## src/rtl/cpu_bus_bridge_if.sv

```systemverilog
// rtl/cpu_bus_bridge_if.sv - pin-side and memory-side signal bundle of the 6502 bus bridge
interface cpu_bus_bridge_if;
  logic        phase;
  logic [7:0]  cpu_ab_byte;
  logic [7:0]  cpu_dout;
  logic [7:0]  cpu_doe;
  logic [7:0]  cpu_din;
  logic [15:0] mem_addr;
  logic [7:0]  mem_wdata;
  logic        mem_we;
  logic        mem_req;
  logic        mem_ack;
  logic [7:0]  mem_rdata;
  logic        busy;
  logic        timeout_err;
  logic        overrun_err;
  logic        trace_valid;
  logic [24:0] trace_word;

  modport master (
    input  phase, cpu_ab_byte, cpu_dout, cpu_doe, mem_ack, mem_rdata,
    output cpu_din, mem_addr, mem_wdata, mem_we, mem_req,
    output busy, timeout_err, overrun_err, trace_valid, trace_word
  );

  modport slave (
    output phase, cpu_ab_byte, cpu_dout, cpu_doe, mem_ack, mem_rdata,
    input  cpu_din, mem_addr, mem_wdata, mem_we, mem_req,
    input  busy, timeout_err, overrun_err, trace_valid, trace_word
  );
endinterface

```

## src/rtl/cpu_bus_bridge.sv

```systemverilog
// rtl/cpu_bus_bridge.sv - 6502 phase-multiplexed pins to req/ack memory port, one-deep pending buffer
// Optional completion trace enabled by defining BRIDGE_TRACE_EN.
module cpu_bus_bridge #(
  parameter int unsigned WAIT_MAX     = 16,
  parameter logic [7:0]  TIMEOUT_DATA = 8'hFF
) (
  input logic              clk,
  input logic              rst_n,
  cpu_bus_bridge_if.master bus
);
  localparam int unsigned   CW        = (WAIT_MAX < 2) ? 1 : $clog2(WAIT_MAX + 1);
  localparam logic [CW-1:0] WAIT_LAST = (WAIT_MAX == 0) ? '0 : CW'(WAIT_MAX - 1);

  typedef enum logic {ST_IDLE, ST_REQ} state_e;

  state_e        state_q, state_d;
  logic [7:0]    hi_q, hi_d, wd_q, wd_d;
  logic          hi_vld_q, hi_vld_d;
  logic          pend_vld_q, pend_vld_d, pend_rw_q, pend_rw_d;
  logic [15:0]   pend_addr_q, pend_addr_d;
  logic [7:0]    pend_wd_q, pend_wd_d;
  logic [15:0]   addr_q, addr_d;
  logic          we_q, we_d;
  logic [7:0]    wdata_q, wdata_d;
  logic [7:0]    din_q, din_d;
  logic [CW-1:0] wait_q, wait_d;
  logic          to_err_q, to_err_d, ov_err_q, ov_err_d;

  logic          txn_new, txn_rw, abort, done;
  logic [15:0]   txn_addr;
  logic [7:0]    rd_data;
  logic          unused_doe;

  // cpu_doe carries no decode information; rw is taken from cpu_dout[0] only.
  assign unused_doe = ^bus.cpu_doe;

  assign txn_new  = !bus.phase && hi_vld_q;
  assign txn_rw   = bus.cpu_dout[0];
  assign txn_addr = {hi_q, bus.cpu_ab_byte};
  assign abort    = (state_q == ST_REQ) && !bus.mem_ack && (WAIT_MAX != 0) && (wait_q == WAIT_LAST);
  assign done     = (state_q == ST_REQ) && (bus.mem_ack || abort);
  assign rd_data  = bus.mem_ack ? bus.mem_rdata : TIMEOUT_DATA;

  always_comb begin
    state_d     = state_q;
    hi_d        = hi_q;
    wd_d        = wd_q;
    hi_vld_d    = hi_vld_q;
    pend_vld_d  = pend_vld_q;
    pend_rw_d   = pend_rw_q;
    pend_addr_d = pend_addr_q;
    pend_wd_d   = pend_wd_q;
    addr_d      = addr_q;
    we_d        = we_q;
    wdata_d     = wdata_q;
    din_d       = din_q;
    wait_d      = wait_q;
    to_err_d    = to_err_q;
    ov_err_d    = ov_err_q;

    if (bus.phase) begin
      hi_d     = bus.cpu_ab_byte;
      wd_d     = bus.cpu_dout;
      hi_vld_d = 1'b1;
    end else if (hi_vld_q) begin
      hi_vld_d = 1'b0;
    end

    case (state_q)
      ST_IDLE: begin
        if (txn_new) begin
          addr_d  = txn_addr;
          we_d    = ~txn_rw;
          wdata_d = wd_q;
          wait_d  = '0;
          state_d = ST_REQ;
        end
      end
      ST_REQ: begin
        if (done) begin
          if (!we_q) din_d = rd_data;
          if (abort) to_err_d = 1'b1;
          if (pend_vld_q) begin
            addr_d     = pend_addr_q;
            we_d       = ~pend_rw_q;
            wdata_d    = pend_wd_q;
            wait_d     = '0;
            pend_vld_d = 1'b0;
            if (txn_new) ov_err_d = 1'b1;
          end else if (txn_new) begin
            // Pending is free, so a txn landing on the completion cycle follows straight on.
            addr_d  = txn_addr;
            we_d    = ~txn_rw;
            wdata_d = wd_q;
            wait_d  = '0;
          end else begin
            state_d = ST_IDLE;
          end
        end else begin
          wait_d = wait_q + 1'b1;
          if (txn_new) begin
            if (pend_vld_q) begin
              ov_err_d = 1'b1;
            end else begin
              pend_vld_d  = 1'b1;
              pend_rw_d   = txn_rw;
              pend_addr_d = txn_addr;
              pend_wd_d   = wd_q;
            end
          end
        end
      end
      default: state_d = ST_IDLE;
    endcase
  end

  always_ff @(posedge clk) begin
    if (!rst_n) begin
      state_q     <= ST_IDLE;
      hi_q        <= '0;
      wd_q        <= '0;
      hi_vld_q    <= 1'b0;
      pend_vld_q  <= 1'b0;
      pend_rw_q   <= 1'b0;
      pend_addr_q <= '0;
      pend_wd_q   <= '0;
      addr_q      <= '0;
      we_q        <= 1'b0;
      wdata_q     <= '0;
      din_q       <= '0;
      wait_q      <= '0;
      to_err_q    <= 1'b0;
      ov_err_q    <= 1'b0;
    end else begin
      state_q     <= state_d;
      hi_q        <= hi_d;
      wd_q        <= wd_d;
      hi_vld_q    <= hi_vld_d;
      pend_vld_q  <= pend_vld_d;
      pend_rw_q   <= pend_rw_d;
      pend_addr_q <= pend_addr_d;
      pend_wd_q   <= pend_wd_d;
      addr_q      <= addr_d;
      we_q        <= we_d;
      wdata_q     <= wdata_d;
      din_q       <= din_d;
      wait_q      <= wait_d;
      to_err_q    <= to_err_d;
      ov_err_q    <= ov_err_d;
    end
  end

  assign bus.mem_req     = (state_q == ST_REQ);
  assign bus.mem_addr    = addr_q;
  assign bus.mem_we      = we_q;
  assign bus.mem_wdata   = wdata_q;
  assign bus.cpu_din     = din_q;
  assign bus.busy        = (state_q == ST_REQ) || pend_vld_q;
  assign bus.timeout_err = to_err_q;
  assign bus.overrun_err = ov_err_q;

`ifdef BRIDGE_TRACE_EN
  logic        trace_valid_q;
  logic [24:0] trace_word_q;

  always_ff @(posedge clk) begin
    if (!rst_n) begin
      trace_valid_q <= 1'b0;
      trace_word_q  <= '0;
    end else begin
      trace_valid_q <= done;
      if (done) trace_word_q <= {~we_q, addr_q, we_q ? wdata_q : rd_data};
    end
  end

  assign bus.trace_valid = trace_valid_q;
  assign bus.trace_word  = trace_word_q;
`else
  assign bus.trace_valid = 1'b0;
  assign bus.trace_word  = '0;
`endif
endmodule

```

## src/flat_wrapper.sv

```systemverilog
// flat-port wrapper written by rule: the top's interface ports become plain ports
module cpu_bus_bridge_flat 
#(
  parameter int unsigned WAIT_MAX     = 16,
  parameter logic [7:0]  TIMEOUT_DATA = 8'hFF
)
  (clk, rst_n, bus_phase, bus_cpu_ab_byte, bus_cpu_dout, bus_cpu_doe, bus_mem_ack, bus_mem_rdata, bus_cpu_din, bus_mem_addr, bus_mem_wdata, bus_mem_we, bus_mem_req, bus_busy, bus_timeout_err, bus_overrun_err, bus_trace_valid, bus_trace_word);
  cpu_bus_bridge_if bus_i ();
  input logic clk;
  input logic rst_n;
  input wire logic [$bits(bus_i.phase)-1:0] bus_phase;
  input wire logic [$bits(bus_i.cpu_ab_byte)-1:0] bus_cpu_ab_byte;
  input wire logic [$bits(bus_i.cpu_dout)-1:0] bus_cpu_dout;
  input wire logic [$bits(bus_i.cpu_doe)-1:0] bus_cpu_doe;
  input wire logic [$bits(bus_i.mem_ack)-1:0] bus_mem_ack;
  input wire logic [$bits(bus_i.mem_rdata)-1:0] bus_mem_rdata;
  output wire logic [$bits(bus_i.cpu_din)-1:0] bus_cpu_din;
  output wire logic [$bits(bus_i.mem_addr)-1:0] bus_mem_addr;
  output wire logic [$bits(bus_i.mem_wdata)-1:0] bus_mem_wdata;
  output wire logic [$bits(bus_i.mem_we)-1:0] bus_mem_we;
  output wire logic [$bits(bus_i.mem_req)-1:0] bus_mem_req;
  output wire logic [$bits(bus_i.busy)-1:0] bus_busy;
  output wire logic [$bits(bus_i.timeout_err)-1:0] bus_timeout_err;
  output wire logic [$bits(bus_i.overrun_err)-1:0] bus_overrun_err;
  output wire logic [$bits(bus_i.trace_valid)-1:0] bus_trace_valid;
  output wire logic [$bits(bus_i.trace_word)-1:0] bus_trace_word;
  assign bus_i.phase = bus_phase;
  assign bus_i.cpu_ab_byte = bus_cpu_ab_byte;
  assign bus_i.cpu_dout = bus_cpu_dout;
  assign bus_i.cpu_doe = bus_cpu_doe;
  assign bus_i.mem_ack = bus_mem_ack;
  assign bus_i.mem_rdata = bus_mem_rdata;
  assign bus_cpu_din = bus_i.cpu_din;
  assign bus_mem_addr = bus_i.mem_addr;
  assign bus_mem_wdata = bus_i.mem_wdata;
  assign bus_mem_we = bus_i.mem_we;
  assign bus_mem_req = bus_i.mem_req;
  assign bus_busy = bus_i.busy;
  assign bus_timeout_err = bus_i.timeout_err;
  assign bus_overrun_err = bus_i.overrun_err;
  assign bus_trace_valid = bus_i.trace_valid;
  assign bus_trace_word = bus_i.trace_word;
  cpu_bus_bridge #(.WAIT_MAX(WAIT_MAX), .TIMEOUT_DATA(TIMEOUT_DATA)) u_core (.clk(clk), .rst_n(rst_n), .bus(bus_i));
endmodule
```

## config.mk

```make
export PLATFORM = sky130hd
export DESIGN_NAME = cpu_bus_bridge_flat
export DESIGN_NICKNAME = d
export VERILOG_FILES = /design/src/rtl/cpu_bus_bridge_if.sv /design/src/rtl/cpu_bus_bridge.sv /design/src/flat_wrapper.sv
export SDC_FILE = /design/constraint.sdc
export NUM_CORES = 1
export LEC_CHECK = 0
export ABC_AREA = 1
export CAP_MARGIN = 20
export CORE_MARGIN = 3
export CORE_UTILIZATION = 52
export CTS_BUF_LIST = sky130_fd_sc_hd__clkbuf_4 sky130_fd_sc_hd__clkbuf_8 sky130_fd_sc_hd__clkbuf_16
export CTS_CLUSTER_SIZE = 30
export DETAILED_ROUTE_END_ITERATION = 8
export PLACE_DENSITY = 0.94
export SYNTH_ARGS = -nofsm -noshare
export SYNTH_HDL_FRONTEND = slang
export SYNTH_SLANG_ARGS = --single-unit
```

## constraint.sdc

```tcl
create_clock -name clk -period 3.6 [get_ports clk]
set_input_delay 0.36 -clock clk [delete_from_list [all_inputs] [get_ports clk]]
set_output_delay 0.36 -clock clk [all_outputs]
set_load 0.01 [all_outputs]
```

==> summary.md <==
| Metric | Value |
|---|---|
| Largest net degree at the start of global routing | 53 |
| CP Data Required Time | around 3.9 ns |
| Worst Path Buf+Inv | 1 |
| Register area share after synthesis | 0.443 |
| Post-CTS setup buffers | 0 |
| Global-route usage over all layers | 0.217 |
| PortBufs | 64 |
| ANT nets after route | 0 |
| Slowest Stage Delay on Critical Path | 0.88 ns |
| Cell area after synthesis | 3800 um^2 |
| Number of synthesized flops with an enable pin | 0 |
| Final Hold Vio Count | 0 |
| Root buf cell | clkbuf_8 |
| Width of the die | 91.5 um |
| Crit-path leading delay family | compound AO/OA/AOI/OAI gates |
| Status | complete, no violations |
| Hpwl dp | 5820 um |
| Initial antenna violation count | 0 |
| Area of the core | 6940 um^2 |
| CTS tree | built |
| Power share of the clock group | 0.350 |
| Yosys top cell area share | 0.443 |
| CTS buffer count | 9 |
| Synth Area in XOR/XNOR | 0.00231 |
| Clock Pin Slew Worst Setup and Hold Paths | 0.08 ns |
| Setup TNS | 0 ns |
| Max Fclk | between 400 and 500 MHz |
| Biggest fanout along the worst timing path | 52 |
| RSZ-0062 raised after global routing | false |
| Most frequent cells after synthesis | nand2_1, dfxtp_1, nor2_1, o21ai_0, a21oi_1 |
| Minimum clock period | between 2 and 2.5 ns |
| CTS Buffer Depth | 2 |
| Asr flop ratio synth | 0 |
| Final hold slack | 0.466 ns |
| IO Pins | 99 |
| Layout area overhead | 18.4% |
| Startpoint types | register |
| Max-cap violations | 0 |
| Final period utilization | 0.647 |
| Post-synthesis adder-cell area fraction | 0.00659 |
| Slew Viols, Final | 0 |
| Count leader, synth | nand2_1 |
| Final Skew | 0.0152 ns |
| Setup violators final | 0 |
| NumNets Final | 600 |
| Synth top area cells | dfxtp_1, nand2_1, o21ai_0, a21oi_1, buf_4 |
| Slew headroom | 0.269 |
| Share of cells above drive strength 1 | 0.0917 |
| Drt wl/cell | between 10 and 15 um |
| Comb pwr share | 0.099 |
| Switching power | between 0.0004 and 0.0005 W |
| Mapped Cells | 514 |
| Seq pwr share | 0.551 |
| Critical path class | reg2reg |
| Leakage | 1.79 nW |
| Post-synthesis cell type count | 30 |
| DR vias | 3,450 |
| Flops & latches, synth | 84 |
| Synth Area in Simple Gates | 0.245 |
| Mux share of post-synthesis cell area | 0 |
| DR iter-0 viols | 245 |
| CTS hold repair buffers | 0 |
| H-tree levels | 3 |
| Antenna Diode Count | 0 |
| Switch share | 0.251 |
| Worst-Margin Slew | about 1.1 ns |
| Via-to-Cell Ratio | 5.20 |
| Drt total wl | 8910 um |
| Max VDD drop | 253 uV |
| Initial Utilization | 0.547 |
| Die area | 8370 um^2 |
| Worst Path Arrival | around 2.6 ns |
| FP Rows | 30 |
| Post_cts resized | 0 |
| First-pass GRT wire length | 14,900 um |
| Clk Latency, worst-skew pair | 0.35 ns |
| Synth warnings | 0 |
| Internal power | 0.00132 W |
| FILL cells | 567 |
| CTS Sinks | 84 |
| Ys flop type | dfxtp_1 |
| Initial DRT Pass Iterations | 5 |
| Crit path cell chain | nand2_4, inv_2, o21ai_2, nand2_1, a21oi_1 |
| Largest family of logic cells by synthesized area | simple AND/OR/NAND/NOR gates |
| Vias in the first global route | between 3k and 4k |
| Hold Path Class | reg2reg |
| CP max stage cell | o21ai_2 |
| Worst Setup End Kind | register |
| Synth area leader | dfxtp_1 |
| Pwr/cell area | 393 nW/um^2 |
| Die Y | 91.5 um |
| Gr ovfl total | 0 |
| Synth Area in Compound Gates | 0.162 |
| DRC viols | 0 |
| Syn Area/Cell | 7.39 um^2 |
| RD Place Congestion | 0.811 |
kinds of logic after synthesis:
group	count (synthesis)
compound gates	117
xor+xnor	1
fa+ha+maj	2
buf+inv	98
flops	84
other cells	1
simple gates	211
sequential cells by signal (all words and copies together), names as in the netlist, 5 cells and up:
name,flops
u_core.bus.mem_addr,16
u_core.hi_q,8
u_core.pend_wd_q,8
u_core.pend_addr_q,16
u_core.wd_q,8
u_core.bus.cpu_din,8
u_core.wait_q,5
u_core.bus.mem_wdata,8
per-layer routing:
metal,vias to the layer above,routed length (um),GRT usage
met1,1609,3700,0.242
met3,13,635,0.0414
met4,0,142,0.106
met5,-,0,0
li1,1689,-,-
met2,139,4420,0.392
metrics by stage:
| stage | area, um^2 | power, W | utilization | cells | setup WS [ns] |
|---|---|---|---|---|---|
| floorplan | 3890 | 0.00111 | - | 539 | 1.89 |
| global placement | 4320 | 0.00116 | 0.622 | 647 | 1.19 |
| detailed placement | 4320 | 0.00117 | 0.622 | 647 | 1.10 |
| CTS | 4500 | 0.00178 | 0.648 | 663 | 1.31 |
| global route | 4500 | 0.00184 | 0.648 | 663 | 1.03 |
| finish | 4500 | 0.00177 | 0.648 | 663 | 1.27 |
cell usage in the layout (no fill, tap or decap), types with 6 or more instances in the layout:
| cell | Yosys | final |
|---|---|---|
| nand2_1 | 97 | 97 |
| dfxtp_1 | 84 | 84 |
| clkdlybuf4s50_1 | 0 | 64 |
| nor2_1 | 56 | 56 |
| o21ai_0 | 55 | 55 |
| a21oi_1 | 48 | 48 |
| inv_1 | 36 | 36 |
| nand3_1 | 28 | 28 |
| conb_1 | 1 | 26 |
| or2_2 | 23 | 23 |
| clkbuf_8 | 0 | 11 |
| o31ai_1 | 7 | 7 |
| buf_4 | 28 | 6 |
layout make-up:
cell class                      instances  area (um^2)  area share
Multi-Input combinational cell        357         1680       0.373
Inverter                               40          150      0.0334
Timing Repair Buffer                   70          686       0.152
Tap cell                               96          120      0.0267
Clock inverter                          4         23.8     0.00528
Clock buffer                           12          159      0.0353
Sequential cell                        84         1680       0.374
worst register-to-register path: stages, from the launching register on:
cell and delay (ns):
dfxtp_1 0.44, nand2_4 0.42, inv_2 0.15, o21ai_2 0.88, nand2_1 0.16, a21oi_1 0.19
worst paths after layout:
path / from / end / slack [ns] / depth (start not counted)
setup / recovery: u_core.bus.mem_req / u_core.bus.mem_wdata[5] / 1.27 / 5
hold / removal: u_core.bus.mem_wdata[1] / u_core.bus.mem_wdata[1] / 0.47 / 2
setup reg to reg: u_core.bus.mem_req / u_core.bus.mem_wdata[5] / 1.27 / 5
hold reg to reg: u_core.bus.mem_wdata[1] / u_core.bus.mem_wdata[1] / 0.47 / 2
power by group through the flow:
stage	Sequential [W]	Clock [W]	Combinational [W]
2_1_floorplan	0.000994	0	0.000120
3_3_place_gp	0.000992	0	0.000167
3_5_place_dp	0.000994	0	0.000172
4_1_cts	0.000972	0.000629	0.000174
5_1_grt	0.000976	0.000664	0.000195
6_report	0.000972	0.000619	0.000175
(Power assumes the default switching activity.)
